--- src/rtl/test_runner_watchdog.sv ---
// Per-fixture cycle counter; expires on the cycle the count reaches TIMEOUT-1, saturates at TIMEOUT.
module run_watchdog #(
  parameter int unsigned TIMEOUT = 1024
) (
  input  logic i_clk,
  input  logic i_rst_n,
  input  logic i_clear,
  input  logic i_enable,
  output logic o_expired
);
  localparam int unsigned W = $clog2(TIMEOUT + 1);
  localparam logic [W-1:0] SAT  = W'(TIMEOUT);
  localparam logic [W-1:0] LAST = W'(TIMEOUT - 1);

  logic [W-1:0] cnt_q, cnt_d;

  always_comb begin
    cnt_d = cnt_q;
    if (i_clear)
      cnt_d = '0;
    else if (i_enable && (cnt_q != SAT))
      cnt_d = cnt_q + 1'b1;
  end

  always_ff @(posedge i_clk) begin
    if (!i_rst_n) cnt_q <= '0;
    else          cnt_q <= cnt_d;
  end

  assign o_expired = (cnt_q == LAST);
endmodule

--- config.mk ---
export PLATFORM = sky130hd
export DESIGN_NAME = run_watchdog
export DESIGN_NICKNAME = d
export VERILOG_FILES = /design/src/rtl/test_runner_watchdog.sv
export SDC_FILE = /design/constraint.sdc
export NUM_CORES = 1
export LEC_CHECK = 0
export CORE_ASPECT_RATIO = 1.1
export CORE_MARGIN = 3
export CORE_UTILIZATION = 41
export CTS_CLUSTER_SIZE = 40
export DETAILED_ROUTE_END_ITERATION = 10
export PLACE_DENSITY_LB_ADDON = 0.12
export REMOVE_ABC_BUFFERS = 1
export SYNTH_ARGS = -nofsm -noshare
export SYNTH_HDL_FRONTEND = slang
export SYNTH_SLANG_ARGS = --single-unit
--- constraint.sdc ---
create_clock -name i_clk -period 1.6 [get_ports i_clk]
set_input_delay 0.16 -clock i_clk [delete_from_list [all_inputs] [get_ports i_clk]]
set_output_delay 0.16 -clock i_clk [all_outputs]
set_load 0.1 [all_outputs]
==> impl_metrics.tcl, run 1 <==
set metrics [dict create \
    gr-total-overflow 0 \
    ctsRootBufferMaster "clkbuf_4" \
    fmax_mhz 640 \
    clockPowerShare_pct 37.1 \
    grt_max_degree 8 \
    crit_arrival_ps 1400 \
    fin_worst_skew_ps 1.72 \
    fin_crit_sh_pct 97.6 \
    num_io_pins 5 \
    p_leak_nw 0.275 \
    clk_latency_ps 260 \
    peakVddDrop_v 0.000424 \
    cts_sinks 11 \
    synth_area_leaders "dfxtp_1 (36%), nand2_1 (7.5%), mux2i_1 (5.0%)" \
    synthFlopType "dfxtp_1" \
    rsz0062_at_grt "yes" \
    crit_required_ps 1440 \
    areaGrowthSynthToFinish_pct 33.5 \
    routedWlPerCell_microns 12.7 \
    path_clk_slew_ps 70 \
    io_buffers 4 \
    final_nets 98 \
    route.detailed.drc 0 \
    synth_top_area_share_pct 36.4 \
    synth-async-reset-ratio_pct 0 \
    grt_pass1_wl_microns 2440 \
    multi_input_comb_area_sq_um 384 \
    drt_pass1_iterations 4 \
    synth-seq-cells 11 \
    cp-start-kind "flip-flop" \
    cp-end-kind "output pin" \
    critPathKind "reg -> out" \
    power_frac_comb_pct 7.7 \
    diodes 0 \
    die-area_sq_um 1970 \
    vias 578 \
    cts_htree_levels 1 \
    postRouteAntennaNets 0 \
    dp_hpwl_microns 943 \
    pwr-share-seq_pct 55.2 \
    place.gp.congestion 0.851 \
    ys_types 25 \
    setup_viol 0 \
    path_max_fanout 4 \
    fin_ws_ps 38.3 \
    yosysWarnings 0 \
    hold_viol 0 \
    drive_gt1_share_pct 25.3 \
    grt_use_total_pct 16.5 \
    largest_register_ffs 11 \
    cts_buffers 3 \
    reg_top3 "cnt_q (11)" \
    worstMarginPinSlew_ps 424 \
    hold_path_class "reg -> reg" \
    yosysSeqAreaShare_pct 36.4 \
    die_h_microns 46.3 \
    switching_power_mw 0.110 \
    p_per_area_nw_per_um2 621 \
    synth_common_cells "nand2_1 (12), dfxtp_1 (11), a21oi_1 (5), nand3_1 (5)" \
    synth_top_area_cell "dfxtp_1" \
    antenna_found_initial 0 \
    start_util_pct 47.0 \
    grt_pass1_vias 556 \
    p_int_mw 0.391 \
    pre_cts_ws_ps 14.3 \
    synth_cells 74 \
    fin_crit_ps 1560 \
    synth_enable_flop_cells 0 \
    wirelength_microns 1350 \
    syn-mean-instance-area_sq_um 8.17 \
    cts_hold_buffers 0 \
    die_w_microns 42.6 \
    cts_tree "done" \
    yosysMostFrequentCell "nand2_1" \
    whs_ps 517 \
    viasPerCell 5.45 \
    register_area_sq_um 223 \
    status "finished clean" \
    syn_area_sq_um 604 \
    p_sw_share_pct 21.9 \
    drtIter0Drc 14 \
    row_count 13 \
    clockBufferDepth 2 \
    n_fill_cell 121 \
    regMostFlops "cnt_q" \
    timing.max_cap.violations 0 \
    maxSlewViolCount 0 \
    core_region_area_sq_um 1280 \
    relSlewSlack_pct 71.7 \
]
==> power groups by stage <==
stage | Combinational (mW) | Clock, mW | Sequential [mW]
floorplan | 0.0161 | 0 | 0.283
global placement | 0.0359 | 0 | 0.282
detailed placement | 0.0367 | 0 | 0.283
CTS | 0.0387 | 0.194 | 0.277
global route | 0.0435 | 0.204 | 0.277
finish | 0.0387 | 0.186 | 0.277
==> worst max-delay path, cell delays in order (launching register included) <==
cell and delay [ps]:
dfxtp_1 390, nand4_1 160, nor4_2 270, buf_4 150
buf_12 160
==> metal layers <==
layer  track usage (%)  wire length, microns
met1              19.5                   641
met3              4.69                    31
met2              29.8                   666
met4              3.73                     8
met5                 0                     0
==> path summary, 6_finish.rpt <==
kind	from	endpoint	slack [ps]	cells past startpoint
hold reg to reg	cnt_q[10]	cnt_q[10]	520	2
setup / recovery	cnt_q[6]	o_expired	40	4
hold / removal	cnt_q[10]	cnt_q[10]	520	2
setup reg to reg	cnt_q[0]	cnt_q[8]	50	5
==> stage by stage <==
stage | instances | TNS, ps | utilization (%) | area (sq um) | total power, mW
2_1_floorplan | 72 | -2160 | - | 589 | 0.300
5_1_grt | 106 | -109 | 62.8 | 807 | 0.524
3_3_place_gp | 101 | 0 | 57.1 | 733 | 0.318
6_report | 106 | 0 | 62.8 | 807 | 0.501
4_1_cts | 106 | 0 | 61.8 | 795 | 0.509
3_5_place_dp | 101 | 0 | 57.1 | 733 | 0.319
==> area by class of cell <==
type                            count  share of cell area, %
Inverter                            4                   1.86
Tap cell                           15                   2.33
Multi-Input combinational cell     57                   47.6
Sequential cell                    11                   27.6
Timing Repair Buffer               15                   17.4
Clock buffer                        4                   3.26
==> cells in the final DEF, fill, tap and decap left out, types with 4 or more instances in the layout <==
cell | Yosys | final
dfxtp_1 | 11 | 9
inv_1 | 4 | 4
a21oi_1 | 5 | 5
nand3_1 | 5 | 4
nand2_1 | 12 | 12
buf_4 | 0 | 9
==> timing repair <==
action                                 CTS  global route
gates resized for setup                  7             2
pin swaps                                3             0
gates cloned                             0             0
setup endpoints to repair                1             5
setup buffers                            1             0
endpoints found under the hold margin    0             0
==> cell families after synthesis <==
family	share of synthesized area, %
AOI/OAI and AO/OA	12.2
DFF	36.4
and+or+nand+nor	34.4
xor gates and xnor gates	2.90
adders and majority gates	4.14
buffers and inverters	4.97
muxes	4.97
(Power assumes the default switching activity.)
==> run 2: changes to the inputs <==
--- a/config.mk
+++ b/config.mk
@@ -12,6 +12,7 @@
 export DETAILED_ROUTE_END_ITERATION = 10
 export PLACE_DENSITY_LB_ADDON = 0.12
 export REMOVE_ABC_BUFFERS = 1
+export SLEW_MARGIN = 20
 export SYNTH_ARGS = -nofsm -noshare
 export SYNTH_HDL_FRONTEND = slang
 export SYNTH_SLANG_ARGS = --single-unit
==> results of run 2 <==
Final layout, timing and power as in run 1 (identical DEF).
==> run 3: changes to the inputs <==
--- a/config.mk
+++ b/config.mk
@@ -10,6 +10,7 @@
 export CORE_UTILIZATION = 41
 export CTS_CLUSTER_SIZE = 40
 export DETAILED_ROUTE_END_ITERATION = 10
+export MAX_ROUTING_LAYER = met4
 export PLACE_DENSITY_LB_ADDON = 0.12
 export REMOVE_ABC_BUFFERS = 1
 export SLEW_MARGIN = 20
==> constraint.sdc (replaced) <==
create_clock -name i_clk -period 1.8 [get_ports i_clk]
set_input_delay 0.18 -clock i_clk [delete_from_list [all_inputs] [get_ports i_clk]]
set_output_delay 0.18 -clock i_clk [all_outputs]
set_load 0.1 [all_outputs]
==> run 3 against run 2 <==
  * Die area unchanged
  * Clock skew up 0.57 ps
  * Sequential power down 11%
  * Critical path type unchanged
  * Largest cell class unchanged
  * Largest power group unchanged
==> impl_metrics.tcl, run 3 (synthesized netlist as in run 1, its figures left out) <==
set metrics [dict create \
    power_frac_comb_pct 6.5 \
    vias 545 \
    layout_common_cells "nand2_1 (12), dfxtp_1 (9), nand3_1 (5), a21oi_1 (5)" \
    multi_input_comb_area_sq_um 360 \
    diodes 0 \
    p_leak_nw 0.239 \
    worstMarginPinSlew_ps 432 \
    grt_pass1_wl_microns 2070 \
    pwr-share-seq_pct 55.4 \
    clockBufferDepth 2 \
    postCtsSetupBuffers 0 \
    maxSlewViolCount 0 \
    peakVddDrop_v 0.000387 \
    crit_end "o_expired" \
    cp-start-kind "flip-flop" \
    r2r-start "cnt_q[0]" \
    p_int_mw 0.346 \
    rr_worst_depth 5 \
    grt_pass1_vias 474 \
    cts_htree_levels 1 \
    drt_pass1_iterations 4 \
    final_nets 91 \
    antenna_found_initial 0 \
    fin_cells 99 \
    relSlewSlack_pct 71.1 \
    path_max_fanout 6 \
    place.gp.congestion 0.834 \
    routedWlPerCell_microns 12.4 \
    num_io_pins 5 \
    crit_arrival_ps 1530 \
    reg2reg_to "cnt_q[8]" \
    fin_ws_ps 92.8 \
    cts_sinks 11 \
    route.detailed.drc 0 \
    dp_hpwl_microns 897 \
    die_w_microns 42.6 \
    power_mw 0.445 \
    fin_worst_skew_ps 2.29 \
    post-place-cells 95 \
    die_h_microns 46.3 \
    critPathKind "reg -> out" \
    start_util_pct 47.0 \
    die-area_sq_um 1970 \
    p_per_area_nw_per_um2 616 \
    areaGrowthSynthToFinish_pct 19.7 \
    cts_buffers 3 \
    hold_path_class "reg -> reg" \
    postRouteAntennaNets 0 \
    clk_latency_ps 270 \
    drive_gt1_share_pct 15.5 \
    cts_hold_buffers 0 \
    cts_resized 0 \
    final_common_cell "nand2_1" \
    viasPerCell 5.51 \
    hold_path_startpoint "cnt_q[0]" \
    cp-startpoint "cnt_q[3]" \
    status "finished clean" \
    switching_power_mw 0.0997 \
    ctsRootBufferMaster "clkbuf_4" \
    largest_register_ffs 11 \
    wirelength_microns 1230 \
    pre_cts_ws_ps 189 \
    reg_top3 "cnt_q (11)" \
    timing.max_cap.violations 0 \
    io_buffers 4 \
    gr-total-overflow 0 \
    fin_crit_sh_pct 94.8 \
    n_fill_cell 116 \
    fmax_mhz 586 \
    drtIter0Drc 5 \
    crit_required_ps 1620 \
    fin_crit_ps 1710 \
    reg2reg_slack_ps 200 \
    row_count 13 \
    p_sw_share_pct 22.4 \
    clockPowerShare_pct 38.1 \
    grt_max_degree 10 \
    setup_viol 0 \
    path_clk_slew_ps 70 \
    grt_use_total_pct 14.8 \
    register_area_sq_um 223 \
    hold_viol 0 \
    cp-end-kind "output pin" \
    cts_tree "done" \
    regMostFlops "cnt_q" \
    core_region_area_sq_um 1280 \
]
## run 3: final cells by class
type / instances / share of cell area, %
Clock buffer: 4 / 3.63
Tap cell: 15 / 2.60
Inverter: 4 / 2.08
Timing Repair Buffer: 8 / 11.1
Sequential cell: 11 / 30.8
Multi-Input combinational cell: 57 / 49.8
## run 3: critical path, stage by stage (launching register included)
cell and delay (ps):
dfxtp_1 430, nand4_1 210, nor4_2 290, buf_4 160, buf_12 160
## run 3: per-layer routing
metal | up-vias | wire [microns] | global-route usage [%]
li1 | 290 | - | -
met1 | 243 | 622 | 18.6
met2 | 10 | 539 | 21.3
met3 | 2 | 54 | 5.86
met4 | 0 | 13 | 5.59
met5 | - | 0 | -
## run 3: how the worst min path moves through the flow
stage	end	cells after the start	slack [ps]
CTS	cnt_q[10]	2	500
global placement	cnt_q[9]	2	490
finish	cnt_q[0]	2	490
detailed placement	cnt_q[10]	2	490
global route	cnt_q[1]	2	510
floorplan	cnt_q[2]	2	340
## run 3: per-stage QoR
step / cell area, sq um / TNS (ps) / hold slack (ps) / utilization [%]
3_3_place_gp: 688 / 0 / 490 / 53.6
4_1_cts: 714 / 0 / 500 / 55.6
5_1_grt: 723 / -15.1 / 506 / 56.3
6_report: 723 / 0 / 486 / 56.3
3_5_place_dp: 688 / 0 / 486 / 53.6
2_1_floorplan: 589 / -1980 / 336 / -
## run 3: power groups by stage
stage,Sequential [mW],Combinational [mW],Clock (mW)
floorplan,0.252,0.0143,0
global placement,0.252,0.0288,0
detailed placement,0.252,0.0290,0
CTS,0.246,0.0290,0.177
global route,0.247,0.0323,0.187
finish,0.247,0.0288,0.170
